===== src/rtl/psram_opi_phy.sv =====
`default_nettype none
// +--------------------------------------------------------------------------+
// | Module   : psram_opi_phy                                                 |
// | Purpose  : Octal-DDR PSRAM transfer engine. Turns one accepted transfer  |
// |            into CE setup, command, address, latency, data, CE hold and   |
// |            recovery phases, moving one data byte per clk_i cycle.        |
// | Ports    : clk_i/rst_n_i (async active-low) ; xfer_* request handshake;  |
// |            cfg_* timing/opcode, addr_i, wr_data_i, wr_mask_i (latched on |
// |            acceptance) ; rd_data_o ; psram_* registered pin interface.   |
// | Options  : PSRAM_DQS_SYNC_EN - read capture follows DQS edges with a     |
// |            16-cycle no-edge timeout; undefined = one byte per DATA cycle.|
// | Revision : 1.0 - initial release                                         |
// +--------------------------------------------------------------------------+
module psram_opi_phy #(
  parameter int DATA_WIDTH = 64
) (
  input  logic                    clk_i,
  input  logic                    rst_n_i,
  input  logic                    xfer_valid_i,
  input  logic                    xfer_rdwr_i,
  output logic                    xfer_ready_o,
  output logic                    xfer_done_o,
  input  logic [7:0]              cfg_cmd_i,
  input  logic [7:0]              cfg_lat_i,
  input  logic [1:0]              cfg_tcsp_i,
  input  logic [1:0]              cfg_tchd_i,
  input  logic [7:0]              cfg_recy_i,
  input  logic [31:0]             addr_i,
  input  logic [DATA_WIDTH-1:0]   wr_data_i,
  input  logic [DATA_WIDTH/8-1:0] wr_mask_i,
  output logic [DATA_WIDTH-1:0]   rd_data_o,
  output logic                    psram_sck_o,
  output logic                    psram_ce_o,
  output logic                    psram_io_en_o,
  output logic [7:0]              psram_io_out_o,
  input  logic [7:0]              psram_io_in_i,
  output logic                    psram_dqs_en_o,
  output logic                    psram_dqs_out_o,
  input  logic                    psram_dqs_in_i
);

  localparam int NB = DATA_WIDTH / 8;
  localparam int IW = $clog2(NB + 1);
  localparam logic [IW-1:0] c_idx_one  = IW'(1);
  localparam logic [IW-1:0] c_idx_last = IW'(NB - 1);
  localparam logic [8:0]    c_dqs_tmo  = 9'd15;

  typedef enum logic [2:0] {
    S_IDLE, S_TCSP, S_CMD, S_ADDR, S_WAIT, S_DATA, S_TCHD, S_RECY
  } state_t;

  state_t                  r_state, w_nxt_state;
  logic [8:0]              r_cnt, w_nxt_cnt;
  logic [IW-1:0]           r_idx, w_nxt_idx;
  logic [DATA_WIDTH-1:0]   r_rd_data, w_nxt_rd;

  logic                    r_rdwr;
  logic [7:0]              r_cmd, r_lat, r_recy;
  logic [1:0]              r_tchd;
  logic [31:0]             r_addr;
  logic [DATA_WIDTH-1:0]   r_wdata;
  logic [NB-1:0]           r_mask;

  logic r_sck, r_ce, r_io_en, r_dqs_en, r_dqs_out, r_done;
  logic [7:0] r_io_out;
  logic w_nxt_sck, w_nxt_ce, w_nxt_io_en, w_nxt_dqs_en, w_nxt_dqs_out, w_nxt_done;
  logic [7:0] w_nxt_io_out;

  logic w_accept, w_act_cur, w_act_nxt, w_wr_data_nxt;
  logic w_fixed_rate, w_dqs_edge;

`ifdef PSRAM_DQS_SYNC_EN
  logic r_dqs_q;
  // Reads advance only on a DQS transition; writes keep the fixed byte rate.
  assign w_fixed_rate = ~r_rdwr;
  assign w_dqs_edge   = psram_dqs_in_i ^ r_dqs_q;

  always_ff @(posedge clk_i or negedge rst_n_i) begin
    if (!rst_n_i) r_dqs_q <= 1'b0;
    else          r_dqs_q <= psram_dqs_in_i;
  end
`else
  logic w_unused_dqs;
  assign w_unused_dqs = psram_dqs_in_i;
  assign w_fixed_rate = 1'b1;
  assign w_dqs_edge   = 1'b0;
`endif

  assign w_accept = (r_state == S_IDLE) && xfer_valid_i;

  always_comb begin
    w_nxt_state = r_state;
    w_nxt_cnt   = r_cnt;
    w_nxt_idx   = r_idx;
    w_nxt_rd    = r_rd_data;
    case (r_state)
      S_IDLE: if (xfer_valid_i) begin
        w_nxt_state = S_TCSP;
        w_nxt_cnt   = {7'd0, cfg_tcsp_i};
      end
      S_TCSP: if (r_cnt == 9'd0) begin
        w_nxt_state = S_CMD;
        w_nxt_cnt   = 9'd1;
      end else w_nxt_cnt = r_cnt - 9'd1;
      S_CMD: if (r_cnt == 9'd0) begin
        w_nxt_state = S_ADDR;
        w_nxt_cnt   = 9'd3;
      end else w_nxt_cnt = r_cnt - 9'd1;
      S_ADDR, S_WAIT: if (r_cnt == 9'd0) begin
        w_nxt_idx = '0;
        // A zero latency skips WAIT entirely.
        if (r_state == S_ADDR && r_lat != 8'd0) begin
          w_nxt_state = S_WAIT;
          w_nxt_cnt   = {r_lat, 1'b0} - 9'd1;
        end else begin
          w_nxt_state = S_DATA;
          w_nxt_cnt   = c_dqs_tmo;
        end
      end else w_nxt_cnt = r_cnt - 9'd1;
      S_DATA: begin
        if (w_fixed_rate || w_dqs_edge) begin
          if (r_rdwr) begin
            for (int b = 0; b < NB; b++)
              if (r_idx == IW'(b)) w_nxt_rd[8*b +: 8] = psram_io_in_i;
          end
          w_nxt_idx = r_idx + c_idx_one;
          w_nxt_cnt = c_dqs_tmo;
          if (r_idx == c_idx_last) begin
            w_nxt_state = S_TCHD;
            w_nxt_cnt   = {7'd0, r_tchd};
          end
        end else if (r_cnt == 9'd0) begin
          // DQS timeout: bytes never strobed in are returned as zero.
          for (int b = 0; b < NB; b++)
            if (IW'(b) >= r_idx) w_nxt_rd[8*b +: 8] = 8'h00;
          w_nxt_state = S_TCHD;
          w_nxt_cnt   = {7'd0, r_tchd};
        end else w_nxt_cnt = r_cnt - 9'd1;
      end
      S_TCHD: if (r_cnt == 9'd0) begin
        w_nxt_state = S_RECY;
        w_nxt_cnt   = {1'b0, r_recy};
      end else w_nxt_cnt = r_cnt - 9'd1;
      S_RECY: if (r_cnt == 9'd0) w_nxt_state = S_IDLE;
              else w_nxt_cnt = r_cnt - 9'd1;
      default: w_nxt_state = S_IDLE;
    endcase

    // Pin values belong to the state being entered, so they are derived from
    // the next state and registered on the same edge.
    w_act_cur     = (r_state == S_CMD) || (r_state == S_ADDR) ||
                    (r_state == S_WAIT) || (r_state == S_DATA);
    w_act_nxt     = (w_nxt_state == S_CMD) || (w_nxt_state == S_ADDR) ||
                    (w_nxt_state == S_WAIT) || (w_nxt_state == S_DATA);
    w_wr_data_nxt = (w_nxt_state == S_DATA) && !r_rdwr;
    w_nxt_sck     = w_act_nxt && (w_act_cur ? ~r_sck : 1'b1);
    w_nxt_ce      = (w_nxt_state == S_IDLE) || (w_nxt_state == S_RECY);
    w_nxt_io_en   = (w_nxt_state == S_CMD) || (w_nxt_state == S_ADDR) || w_wr_data_nxt;
    w_nxt_dqs_en  = w_wr_data_nxt;
    w_nxt_dqs_out = 1'b0;
    w_nxt_io_out  = 8'h00;
    w_nxt_done    = (w_nxt_state == S_RECY) && (w_nxt_cnt == 9'd0);
    if (w_nxt_state == S_CMD) begin
      w_nxt_io_out = r_cmd;
    end else if (w_nxt_state == S_ADDR) begin
      case (w_nxt_cnt[1:0])
        2'd3:    w_nxt_io_out = r_addr[31:24];
        2'd2:    w_nxt_io_out = r_addr[23:16];
        2'd1:    w_nxt_io_out = r_addr[15:8];
        default: w_nxt_io_out = r_addr[7:0];
      endcase
    end else if (w_wr_data_nxt) begin
      for (int b = 0; b < NB; b++) begin
        if (w_nxt_idx == IW'(b)) begin
          w_nxt_io_out  = r_wdata[8*b +: 8];
          w_nxt_dqs_out = ~r_mask[b];
        end
      end
    end
  end

  always_ff @(posedge clk_i or negedge rst_n_i) begin
    if (!rst_n_i) begin
      r_state   <= S_IDLE;
      r_cnt     <= '0;
      r_idx     <= '0;
      r_rd_data <= '0;
      r_rdwr    <= 1'b0;
      r_cmd     <= '0;
      r_lat     <= '0;
      r_tchd    <= '0;
      r_recy    <= '0;
      r_addr    <= '0;
      r_wdata   <= '0;
      r_mask    <= '0;
      r_sck     <= 1'b0;
      r_ce      <= 1'b1;
      r_io_en   <= 1'b0;
      r_io_out  <= '0;
      r_dqs_en  <= 1'b0;
      r_dqs_out <= 1'b0;
      r_done    <= 1'b0;
    end else begin
      r_state   <= w_nxt_state;
      r_cnt     <= w_nxt_cnt;
      r_idx     <= w_nxt_idx;
      r_rd_data <= w_nxt_rd;
      r_sck     <= w_nxt_sck;
      r_ce      <= w_nxt_ce;
      r_io_en   <= w_nxt_io_en;
      r_io_out  <= w_nxt_io_out;
      r_dqs_en  <= w_nxt_dqs_en;
      r_dqs_out <= w_nxt_dqs_out;
      r_done    <= w_nxt_done;
      if (w_accept) begin
        r_rdwr  <= xfer_rdwr_i;
        r_cmd   <= cfg_cmd_i;
        r_lat   <= cfg_lat_i;
        r_tchd  <= cfg_tchd_i;
        r_recy  <= cfg_recy_i;
        r_addr  <= addr_i;
        r_wdata <= wr_data_i;
        r_mask  <= wr_mask_i;
      end
    end
  end

  assign xfer_ready_o    = (r_state == S_IDLE);
  assign xfer_done_o     = r_done;
  assign rd_data_o       = r_rd_data;
  assign psram_sck_o     = r_sck;
  assign psram_ce_o      = r_ce;
  assign psram_io_en_o   = r_io_en;
  assign psram_io_out_o  = r_io_out;
  assign psram_dqs_en_o  = r_dqs_en;
  assign psram_dqs_out_o = r_dqs_out;

endmodule
`default_nettype wire


===== config.mk =====
export PLATFORM = sky130hd
export DESIGN_NAME = psram_opi_phy
export DESIGN_NICKNAME = d
export VERILOG_FILES = /design/src/rtl/psram_opi_phy.sv
export SDC_FILE = /design/constraint.sdc
export NUM_CORES = 1
export LEC_CHECK = 0
export ABC_AREA = 1
export CAP_MARGIN = 20
export CELL_PAD_IN_SITES_DETAIL_PLACEMENT = 0
export CELL_PAD_IN_SITES_GLOBAL_PLACEMENT = 1
export CORE_UTILIZATION = 34
export CTS_CLUSTER_SIZE = 28
export DETAILED_ROUTE_END_ITERATION = 7
export PLACE_DENSITY_LB_ADDON = 0.25
export SYNTH_ARGS = -nofsm -noshare
export SYNTH_HDL_FRONTEND = slang
export SYNTH_SLANG_ARGS = --single-unit

===== constraint.sdc =====
create_clock -name clk_i -period 2.5 [get_ports clk_i]
set_input_delay 0.375 -clock clk_i [delete_from_list [all_inputs] [get_ports clk_i]]
set_output_delay 0.375 -clock clk_i [all_outputs]
set_load 0.02 [all_outputs]

======== Word level (Yosys, flattened, before mapping) ========
Cells that the tools add are included.
word-level totals
  register bits ........................... 225
  bits of input ports ..................... 145
  logic and storage cells ................. 141
cells by class
  equal/unequal tests ..................... 29
  add/subtract/negate cells ............... 3
  mux-type cells .......................... 44
  reduce and logical (&&, ||, !) cells .... 30
  bitwise logic cells ..................... 9
operators by type and width
  kind                                                                count
  8-bit 2-to-1 mux                                                    11
  9-bit 2-to-1 mux                                                    7
  9-bit one-hot mux with 7 select lines                               1
  4-bit by 3-bit == test with 1-bit output, second input constant     8
  8-bit one-hot mux with 3 select lines                               1
  3-bit AND reduction                                                 8
  3-bit == test, second input constant                                7
  3-bit 2-to-1 mux                                                    7
  3-bit one-hot mux with 7 select lines                               1
  9-bit logical NOT                                                   2
  9-bit by 1-bit subtractor with 9-bit output, second input constant  2
  4-bit by 2-bit == test with 1-bit output, second input constant     4
  1-bit 2-to-1 mux                                                    13
  3-bit by 2-bit == test with 1-bit output, second input constant     4
  1-bit NOT                                                           9
  4-bit by 1-bit == test with 1-bit output, second input constant     2
  4-bit logical NOT                                                   2
  1-bit logical OR                                                    8
  4-bit 2-to-1 mux                                                    2
  4-bit one-hot mux with 2 select lines                               1
  8-bit nonzero test                                                  1
  3-bit logical NOT                                                   2
  1-bit logical AND                                                   5
  4-bit by 1-bit adder with 4-bit output, second input constant       1
  other kinds (5)                                                     6

======== Longest topological paths before layout ========
Gate-level depths: netlist of the first run.
  depth in word-level cells ............... 15
  gate-level depth with buffers ........... 19
  mapped depth without buffers ............ 17

======== Worst setup path after synthesis of the first run ========
Ideal clock, no wire load.
  path type ............................... reg-to-reg
  start ................................... reg r_cnt[0]
  end ..................................... reg r_io_out[3] (netlist: psram_io_out_o[3])
  slack ................................... -5 ps
  stages on the path, launching flop included .. 19
  path buffers ............................ 2
  required time ........................... 2376 ps
  data arrival time ....................... 2380 ps
  path through ............................ dfrtp_1 > inv_1 > ha_1 > nand2_1 > nor2_1 > nand2_2 > buf_2 > buf_2 > ha_1 > nand2_1 > nand2_1 > nor2_1 > o211ai_1 > nand2_2 > inv_2 > nor2_4 > a21oi_1 > nand2_1 > nand3_1
RTL lines
  item                                                                              line  text
  start: declaration                                                                53    logic [8:0] r_cnt, w_nxt_cnt;
  start signal: assignment                                                          205   r_cnt <= w_nxt_cnt;
  9-bit by 1-bit subtractor with 9-bit output or 9-bit logical NOT (tied branches)  n/a
  9-bit 2-to-1 mux (on tied branches)                                               n/a
  9-bit one-hot mux with 7 select lines *                                           96    case (r_state)
  named net w_nxt_cnt[0]                                                            53
  2-bit by 1-bit == test with 1-bit output or 2-bit == test (tied branches)         166   case (w_nxt_cnt[1:0])
  8-bit one-hot mux with 3 select lines *                                           166
  8-bit 2-to-1 mux *                                                                165   end else if (w_nxt_state == S_ADDR) begin
  8-bit 2-to-1 mux *                                                                163   if (w_nxt_state == S_CMD) begin
  named net w_nxt_io_out[3]                                                         67    logic [7:0] w_nxt_io_out;
  end signal: assignment                                                            211   r_io_out <= w_nxt_io_out;
  end: declaration                                                                  65    logic [7:0] r_io_out;
The timed path passes the listed nets; every way through them passes the cells marked *.
A chain may end at the register's enable or synchronous reset.

======== Worst setup path in the final report of the first run ========
  start ................................... reg r_cnt[1]
  end ..................................... reg r_io_out[1] (netlist: psram_io_out_o[1])
between the ends
  word-level cells in the longest chain between the ends .. 15
ends and longest elaborated chain
  item                                   line  text
  9-bit logical NOT                      n/a
  4-bit 2-to-1 mux                       109   S_ADDR, S_WAIT: if (r_cnt == 9'd0) begin
  4-bit one-hot mux with 2 select lines  96
  4-bit logical NOT                      174   if (w_nxt_idx == IW'(b)) begin
  8-bit 2-to-1 mux (8 in a row)          174
  8-bit 2-to-1 mux                       172   end else if (w_wr_data_nxt) begin
  8-bit 2-to-1 mux                       165
  8-bit 2-to-1 mux *                     163
  named net w_nxt_io_out[1]              67
Marks and branches as above.

==> reports/results.tsv, run 1 <==
stage	metric	value	unit
yosys	syn_inst	1249	
die	pin_count	224	
final_layout	syn2layout_area_growth	39.8	%
drt	first_iter_violations	567	
cts	cts_sinks	225	
yosys	yosys_warnings	0	
global_route	grt_start_max_net_pins	152	
sta	setup_viol	0	
sta	tightest_slew	0.660	ns
pwr	power.density	1240	nW/µm²
sta	period_needed	2.39	ns
drt	drt-wirelength-per-cell	15.7	µm
sta	slew_violations	0	
yosys	synth_edf_count	0	
cts	cts_root_buf	clkbuf_16	
drt	route.detailed.drc	0	
sta	hold_viol_final	0	
sta	clock_skew	0.0125	ns
run	maxCapViolCount	0	
outcome	status	finished, final reports clean	
yosys	synth-seq-cells	225	
sta	tns	0	ns
sta	final.period_utilization	95.7	%
yosys	synthesis.nets	1403	
cts	clk_pin_slew_worst_paths	0.06	ns
worst_hold_path	hp-class	in2reg	
pwr	p_leak	0.00696	µW
sta	layout_setup_ws	0.108	ns
drt	wl	29900	µm
placed_design	port_buffers	222	
final_layout	finalNetCount	1655	
cts	cts_buffer_depth	3	
global_route	antenna_found_initial	0	
die	die-area	30800	µm²
critical_path	worstPathRequired	2.91	ns
drt	dr.pass1.iters	5	
yosys	ys_seq_area_share	55.0	%
final_layout	n_antenna_cell	0	
placed_design	detailed_place_hpwl	21400	µm
cts	cts_buffers	26	
global_route	track_usage	19.6	%
yosys	synth_ff_type	dfrtp_1	
die	initial_core_util	34.5	%
critical_path	worstPathMaxFanout	6	
yosys	syn_area_per_cell	8.19	µm²
global_route	gr-total-overflow	0	
final_layout	finish.utilization	48.3	%
critical_path	endpoint_kind	flop	
critical_path	critPathKind	reg2reg	
die	die_w	176	µm
die	rows	63	
yosys	synth.distinct_cells	43	
cts	insertion_delay	0.53	ns
critical_path	cp-start-kind	flop	
sta	rsz0062_at_grt	true	
global_route	grt_pass1_wl	47700	µm
sta	max_freq	0.418	GHz
global_route	grt_pass1_vias	8827	
critical_path	arrival	2.80	ns
drt	ant_nets	0	
placed_design	place_ws	0.0435	ns
cts	htree_num_levels	1	
sta	holdWs	0.376	ns
yosys	synthArstFlopShare	100	%
drt	vias	8951	
die	core_area	29600	µm²
cts	tritoncts	built	
placed_design	gp_congestion	0.870	
die	die_h	176	µm
pwr	ir_drop	0.589	mV
yosys	synth_area	10200	µm²
sta	max_slew_margin	56.0	%
final_layout	final_layout_size_suffix_gt1_share	11.1	%
drt	routed_via_density	4.69	
==> worst paths after layout <==
check	startpoint	endpoint	slack [ns]	cells past startpoint
max	r_cnt[1]$_DFF_PN0_	psram_io_out_o[1]$_DFF_PN0_	0.11	16
min	wr_data_i[9]	r_wdata[9]$_DFFE_PN0P_	0.38	3
max reg2reg	r_cnt[1]$_DFF_PN0_	psram_io_out_o[1]$_DFF_PN0_	0.11	16
min reg2reg	psram_sck_o$_DFF_PN0_	psram_sck_o$_DFF_PN0_	0.47	1
max in group asynchronous	rst_n_i	psram_io_out_o[2]$_DFF_PN0_	1.33	3
min in group asynchronous	rst_n_i	rd_data_o[39]$_DFFE_PN0P_	0.40	2
==> sequential cells by signal (all words and copies together), names as in the netlist, 2 cells and up <==
| signal | cells |
|---|---|
| r_wdata | 64 |
| rd_data_o | 64 |
| r_addr | 32 |
| r_cnt | 9 |
| psram_io_out_o | 8 |
| r_cmd | 8 |
| r_lat | 8 |
| r_mask | 8 |
| r_recy | 8 |
| r_idx | 4 |
| r_state | 3 |
| r_tchd | 2 |
==> report_power, final <==
group | switching (µW) | total [µW] | leakage [µW] | internal (µW)
logic | 4850 | 8130 | 0.00395 | 3280
registers | 802 | 5830 | 0.00260 | 5030
clock network | 1510 | 3770 | 0.000405 | 2260
==> cell usage in the layout (no fill, tap or decap), types with 28 or more instances in the layout <==
| cell type | instances |
|---|---|
| o21ai_0 | 91 |
| nand2_1 | 516 |
| nor2_1 | 63 |
| dfrtp_1 | 224 |
| inv_1 | 50 |
| nand3_1 | 80 |
| clkdlybuf4s50_1 | 221 |
| a21oi_1 | 28 |
| buf_4 | 35 |
| clkbuf_16 | 29 |
==> metrics by stage <==
step           cells  power [µW]  instance area (µm²)
3_3_place_gp    1853       13400                13200
6_report        1908       17700                14300
2_1_floorplan   1249       10300                10200
5_1_grt         1908       19100                14300
3_5_place_dp    1853       13400                13200
4_1_cts         1899       17300                14000
==> layer usage <==
metal	share of wire, %	GRT usage (%)	wire, µm	up-vias
met5	0	0	0	-
met4	2.3	5.25	679	0
met3	4.2	2.90	1250	42
met2	47	31.3	13900	197
met1	47	27.7	14100	4200
li1	-	-	-	4512
==> cell usage after synthesis, types with 2 or more instances <==
cell type    n  area share (%)
nor2_4       3            0.33
nand3b_1     5            0.37
o211ai_1     8            0.59
xnor2_1      2            0.17
buf_6        3            0.33
or2_0        3            0.18
buf_2        9            0.44
buf_4        2            0.15
o21ai_1     12            0.59
nor3_1       3            0.15
xor2_1       8            0.68
clkbuf_1    35             1.3
nand2_1    520              19
nand4_1     12            0.73
inv_1       52             1.9
a21oi_1     29             1.4
nand3_4      2            0.34
ha_1         9             1.1
nand2_2      7            0.43
a22oi_1      2            0.15
o2111ai_1    2            0.17
buf_1        2           0.073
and2_1       3            0.18
nand3_1     87             4.3
nand3_2      7            0.68
nor2_1      72             2.6
inv_2       18            0.66
o21ai_0     93             4.5
dfrtp_1    224              55
nor2_2       2            0.12
==> worst max-delay path: stages, from the launching register on <==
cell	delay, ns
dfrtp_1	0.38
inv_1	0.08
ha_2	0.17
nand2_1	0.06
nor2_2	0.14
nand2_4	0.12
buf_12	0.16
nand3_2	0.08
nand3_4	0.09
nor2b_4	0.15
buf_4	0.16
nand3_1	0.06
nand3_1	0.15
nor2_1	0.15
nand4_1	0.13
nand2_1	0.13
nand3_1	0.07
==> timing repair <==
action                                 in CTS  in global routing
endpoints found under the hold margin      67                  0
setup endpoints to repair                   0                 11
buffers inserted                            0                  5
hold buffers                                1                  0
gates resized for setup                     0                 47
==> cell families (layout without fill, tap and decap cells) <==
family / Yosys count / after routing / share of synthesized area [%]
xor+xnor: 10 / 10 / 0.856
fa+ha+maj: 9 / 9 / 1.10
compound gates: 154 / 154 / 8.24
flops: 225 / 225 / 55.0
buf+inv: 121 / 389 / 4.84
simple gates: 730 / 731 / 29.9
==> cell type report <==
cell class                      instances  area, µm²
Fill cell                            2929      15300
Sequential cell                       225       5630
Multi-Input combinational cell        904       4280
Timing Repair Buffer                  274       2800
Clock buffer                           35        736
Tap cell                              390        488
Inverter                               70        268
Clock inverter                         10        110
No activity file was read; power rests on OpenSTA's default activity.
==> run 2: changes to the inputs <==
--- a/config.mk
+++ b/config.mk
@@ -12,6 +12,7 @@
 export CORE_UTILIZATION = 34
 export CTS_CLUSTER_SIZE = 28
 export DETAILED_ROUTE_END_ITERATION = 7
+export MAX_ROUTING_LAYER = met4
 export PLACE_DENSITY_LB_ADDON = 0.25
 export SYNTH_ARGS = -nofsm -noshare
 export SYNTH_HDL_FRONTEND = slang
==> reports/results.tsv, run 2 (synthesis results as in run 1) <==
stage	metric	value	unit	change
outcome	status	finished, final reports clean		
drt	route.detailed.drc	0		unchanged
drt	drt-wirelength-per-cell	15.6	µm	-0.32%
sta	tightest_slew	0.879	ns	+0.220 ns
critical_path	r2r-start	r_cnt[1]$_DFF_PN0_		
cts	clk_pin_slew_worst_paths	0.06	ns	about the same
final_layout	final_area	14200	µm²	-0.48%
critical_path	r2r_end	psram_io_out_o[3]$_DFF_PN0_		
critical_path	crit_path_start	r_cnt[1]$_DFF_PN0_		
sta	max_freq	0.426	GHz	+2.0%
sta	holdWs	0.384	ns	+0.00775 ns
critical_path	endpoint_kind	flop		
pwr	ir_drop	0.496	mV	-16%
drt	routed_via_density	4.64		-1.0%
critical_path	worstPathMaxFanout	9		+3
final_layout	syn2layout_area_growth	39.1	%	
placed_design	place_area	13200	µm²	about the same
critical_path	arrival	2.75	ns	-0.05 ns
drt	vias	8853		-1.1%
global_route	grt_pass1_wl	47800	µm	+0.23%
global_route	gr-total-overflow	0		unchanged
run	maxCapViolCount	0		unchanged
die	die_w	176	µm	unchanged
placed_design	detailed_place_hpwl	21500	µm	+0.22%
final_layout	final_layout_size_suffix_gt1_share	10.3	%	-0.72 points
die	pin_count	224		unchanged
sta	slew_violations	0		unchanged
cts	cts_root_buf	clkbuf_16		
critical_path	cp-start-kind	flop		
die	rows	63		unchanged
global_route	antenna_found_initial	0		unchanged
global_route	grt_start_max_net_pins	152		unchanged
final_layout	final_cell_mix	nand2_1, dfrtp_1, clkdlybuf4s50_1		
cts	htree_num_levels	1		unchanged
critical_path	reg2reg_depth	16		unchanged
critical_path	critPathKind	reg2reg		
final_layout	n_antenna_cell	0		unchanged
worst_hold_path	hp-class	in2reg		
final_layout	finalNetCount	1654		-0.060%
sta	max_slew_margin	41.4	%	-15 points
drt	dr.pass1.iters	4		-1
critical_path	r2r_setup_slack	0.16	ns	+0.05 ns
cts	cts_buffers	26		unchanged
sta	tns	0	ns	unchanged
final_layout	finish.utilization	48.0	%	-0.23 points
pwr	power.density	1230	nW/µm²	-0.86%
die	core_area	29600	µm²	unchanged
cts	tritoncts	built		
sta	setup_viol	0		unchanged
die	initial_core_util	34.5	%	unchanged
sta	final.period_utilization	93.8	%	-1.9 points
global_route	grt_pass1_vias	8769		-0.66%
worst_hold_path	holdPathStages	3		unchanged
worst_hold_path	min_to	r_wdata[38]$_DFFE_PN0P_		
cts	cts_buffer_depth	3		unchanged
sta	hold_viol_final	0		unchanged
die	die-area	30800	µm²	unchanged
cts	insertion_delay	0.53	ns	about the same
pwr	p_leak	0.00693	µW	-0.41%
placed_design	gp_congestion	0.864		-0.74%
drt	first_iter_violations	539		-4.9%
drt	wl	29800	µm	-0.37%
sta	clock_skew	0.0174	ns	+0.00493 ns
sta	period_needed	2.34	ns	-0.0469 ns
worst_hold_path	hp-start	wr_data_i[38]		
global_route	track_usage	20.1	%	+0.53 points
final_layout	layout_commonest_cell	nand2_1		
critical_path	worstPathRequired	2.91	ns	about the same
placed_design	port_buffers	222		unchanged
cts	cts_sinks	225		unchanged
die	die_h	176	µm	unchanged
drt	ant_nets	0		unchanged
[run 2: changes by cell type in the layout (fill, tap and decap cells not counted), moves of 3 or more]
cell      delta
buf_2        +3
clkinv_2     -4
nand2_2      -3
buf_4        -3
clkbuf_1     +4
[run 2: report_power, final]
| part | internal, µW | switching (µW) | total, µW | leakage (µW) |
|---|---|---|---|---|
| logic | 3170 | 4800 | 7970 | 0.00393 |
| clock network | 2220 | 1470 | 3690 | 0.000398 |
| registers | 5030 | 812 | 5840 | 0.00260 |
[run 2: what timing repair did]
action                                  in CTS  in global routing
endpoints found under the hold margin       65                  0
hold buffers                                 1                  0
resized for setup                            2                 40
setup buffers                                0                  1
cloned                                       0                  6
endpoints found under the setup margin       2                 10
pin swaps                                    0                 14
[run 2: routing by layer]
metal | vias up | routed length (µm) | global-route usage (%)
li1 | 4506 | - | -
met1 | 4141 | 14100 | 28.1
met2 | 173 | 14100 | 31.2
met3 | 33 | 1170 | 2.36
met4 | 0 | 506 | 4.96
met5 | - | 0 | -
[run 2: how the worst max path moves through the flow]
| stage | end | cells after the start |
|---|---|---|
| floorplan | psram_io_out_o[3]$_DFF_PN0_ | 18 |
| global placement | psram_io_out_o[5]$_DFF_PN0_ | 15 |
| detailed placement | psram_io_out_o[4]$_DFF_PN0_ | 15 |
| CTS | psram_io_out_o[2]$_DFF_PN0_ | 15 |
| global route | psram_io_out_o[3]$_DFF_PN0_ | 16 |
| finish | psram_io_out_o[3]$_DFF_PN0_ | 16 |
[run 2: area by class of cell]
type,instances,area (µm²)
inverters,70,268
clock buffers,41,778
flip-flops and latches,225,5630
clock inverters,4,53.8
multi-input cells,904,4250
fillers,2943,15400
repair buffers,273,2770
well taps,390,488
[run 2: worst max-delay path, stage by stage, from the launching register on]
cell and delay [ns]:
dfrtp_1 0.37, inv_1 0.07, ha_2 0.18, nand2_1 0.06
nor2_2 0.13, nand2_4 0.11, ha_4 0.28, nand2_1 0.04
nand2_1 0.07, nor2_1 0.04, o211ai_1 0.11, nand2_2 0.13
buf_4 0.18, o21ai_1 0.14, nand3_1 0.10, nand2_1 0.11
nand3_1 0.08
[run 2: through the flow]
step                power [µW]  worst slack (ns)  std cells
finish                   17500             0.155       1907
global route             18800          -0.00438       1907
CTS                      17200            0.0411       1900
detailed placement       13400           0.00160       1854
global placement         13300            0.0728       1854
floorplan                10300            0.0192       1249
==> run 3: changes to the inputs <==
--- a/config.mk
+++ b/config.mk
@@ -10,6 +10,7 @@
 export CELL_PAD_IN_SITES_DETAIL_PLACEMENT = 0
 export CELL_PAD_IN_SITES_GLOBAL_PLACEMENT = 1
 export CORE_UTILIZATION = 34
+export CTS_CLUSTER_DIAMETER = 200
 export CTS_CLUSTER_SIZE = 28
 export DETAILED_ROUTE_END_ITERATION = 7
 export MAX_ROUTING_LAYER = met4
==> reports/results.tsv, run 3 (synthesis results as in run 1) <==
stage	metric	value	unit	change
outcome	status	finished, final reports clean		
final_layout	syn2layout_area_growth	34.9	%	
sta	hold_viol_final	0		unchanged
cts	tritoncts	built		
sta	max_freq	0.415	GHz	-2.8%
worst_hold_path	hp-class	in2reg		
critical_path	crit_path_start	r_state[0]$_DFF_PN0_		
sta	rsz0062_at_grt	true		
die	die_h	176	µm	unchanged
placed_design	detailed_place_hpwl	21500	µm	unchanged
global_route	grt_start_max_net_pins	152		unchanged
die	core_area	29600	µm²	unchanged
critical_path	worstPathMaxFanout	6		-3
die	rows	63		unchanged
cts	insertion_delay	0.49	ns	-0.04 ns
pwr	p_leak	0.00671	µW	-3.1%
cts	htree_num_levels	1		unchanged
global_route	grt_pass1_wl	47000	µm	-1.7%
sta	period_needed	2.41	ns	+0.0669 ns
final_layout	final_cell_mix	nand2_1, dfrtp_1, clkdlybuf4s50_1		
global_route	track_usage	19.8	%	-0.34 points
cts	cts_buffers	12		-54%
global_route	grt_pass1_vias	8587		-2.1%
critical_path	cp-start-kind	flop		
drt	drt-wirelength-per-cell	15.7	µm	+0.35%
global_route	gr-total-overflow	0		unchanged
final_layout	layout_commonest_cell	nand2_1		
pwr	power.density	1160	nW/µm²	-5.4%
placed_design	dpl.cell_count	1854		unchanged
final_layout	fillers	2974		+1.1%
drt	ant_nets	0		unchanged
critical_path	cp-endpoint	xfer_ready_o		
drt	dr.pass1.iters	5		+1
critical_path	r2r_setup_slack	0.15	ns	about the same
placed_design	port_buffers	222		unchanged
sta	slew_violations	0		unchanged
cts	cts_buffer_depth	3		unchanged
drt	first_iter_violations	595		+10%
critical_path	arrival	2.04	ns	-0.71 ns
critical_path	critPathKind	reg2out		
final_layout	finalNetCount	1642		-0.73%
critical_path	crit_chain	nor2_2, nand2_1, inv_1, clkdlybuf4s50_1		
final_layout	final_layout_size_suffix_gt1_share	9.38	%	-0.97 points
final_layout	finish.utilization	46.6	%	-1.4 points
critical_path	worst_path_max_delay_cell	clkdlybuf4s50_1		
sta	max_slew_margin	41.2	%	-0.20 points
global_route	antenna_found_initial	0		unchanged
critical_path	cp_slowest_stage_delay	0.62	ns	+0.25 ns
critical_path	r2r-start	r_cnt[1]$_DFF_PN0_		
cts	clk_pin_slew_worst_paths	0.11	ns	+0.05 ns
die	initial_core_util	34.5	%	unchanged
sta	final.period_utilization	96.5	%	+2.7 points
final_layout	fin_cells	1882		-1.3%
drt	route.detailed.drc	0		unchanged
critical_path	r2r_end	psram_io_out_o[3]$_DFF_PN0_		
critical_path	worstPathRequired	2.12	ns	-0.79 ns
drt	routed_via_density	4.67		+0.53%
pwr	ir_drop	0.483	mV	-2.6%
die	die-area	30800	µm²	unchanged
critical_path	reg2reg_depth	16		unchanged
placed_design	gp_congestion	0.864		unchanged
run	maxCapViolCount	0		unchanged
cts	cts_sinks	225		unchanged
cts	cts_root_buf	clkbuf_16		
die	die_w	176	µm	unchanged
sta	clock_skew	0.0399	ns	+0.0224 ns
critical_path	endpoint_kind	output port		
sta	setup_viol	0		unchanged
drt	vias	8783		-0.79%
sta	tns	0	ns	unchanged
die	pin_count	224		unchanged
final_layout	n_antenna_cell	0		unchanged
sta	tightest_slew	0.882	ns	+0.00302 ns
drt	wl	29500	µm	-0.97%
sta	holdWs	0.409	ns	+0.0248 ns
## run 3: cell count changes in the layout (fill, tap and decap cells not counted), moves of 2 or more
cell       change
clkbuf_16     -14
clkbuf_1       -5
clkbuf_8       -5
buf_4          +2
nand3_1        -2
nand3_2        +2
## run 3: power breakdown
part           total (µW)  internal (µW)  switching [µW]
clock network        2200            986            1210
registers            5830           5010             815
logic                8030           3210            4820
total               16100           9210            6850
## run 3: worst min-delay path by stage
| stage | start | endpoint | cells past startpoint |
|---|---|---|---|
| 4_1_cts | wr_data_i[13] | r_wdata[13]$_DFFE_PN0P_ | 3 |
| 3_5_place_dp | rst_n_i | rd_data_o[42]$_DFFE_PN0P_ | 1 |
| 2_1_floorplan | rst_n_i | psram_dqs_en_o$_DFF_PN0_ | 0 |
| 5_1_grt | wr_data_i[38] | r_wdata[38]$_DFFE_PN0P_ | 3 |
| 6_report | addr_i[18] | r_addr[18]$_DFFE_PN0P_ | 3 |
| 3_3_place_gp | rst_n_i | rd_data_o[11]$_DFFE_PN0P_ | 1 |
## run 3: critical path, delay by kind of cell (launching register included)
kind / cells / cell delay [ns]
buffers and inverters: 2 / 0.78
flip-flops: 1 / 0.47
AND/OR/NAND/NOR: 2 / 0.30
## run 3: final cells by class
class	count	area [µm²]	share of cell area (%)
inverters	70	274	1.98
multi-input cells	904	4260	30.8
flip-flops and latches	225	5630	40.8
clock buffers	17	340	2.46
well taps	390	488	3.53
repair buffers	275	2780	20.2
clock inverters	1	30.0	0.217
## run 3: timing repair
action,CTS,global route
cloned,0,6
hold endpoints to repair,65,0
pin swaps,0,14
hold buffers,1,0
resized for setup,1,43
buffers inserted,0,3
endpoints found under the setup margin,6,11
## run 3: routing by layer
metal / track usage [%] / vias up / routed length (µm)
met3: 1.84 / 24 / 985
met5: - / - / 0
li1: - / 4454 / -
met2: 30.8 / 163 / 14000
met4: 4.20 / 0 / 464
met1: 28.1 / 4142 / 14100
## run 3: through the flow
step | power [µW] | worst slack (ns) | instance area (µm²)
2_1_floorplan | 10300 | 0.0192 | 10200
3_3_place_gp | 13300 | 0.0728 | 13200
3_5_place_dp | 13400 | 0.00160 | 13200
4_1_cts | 15700 | 0.0494 | 13600
5_1_grt | 17300 | -0.0203 | 13800
6_report | 16100 | 0.0883 | 13800
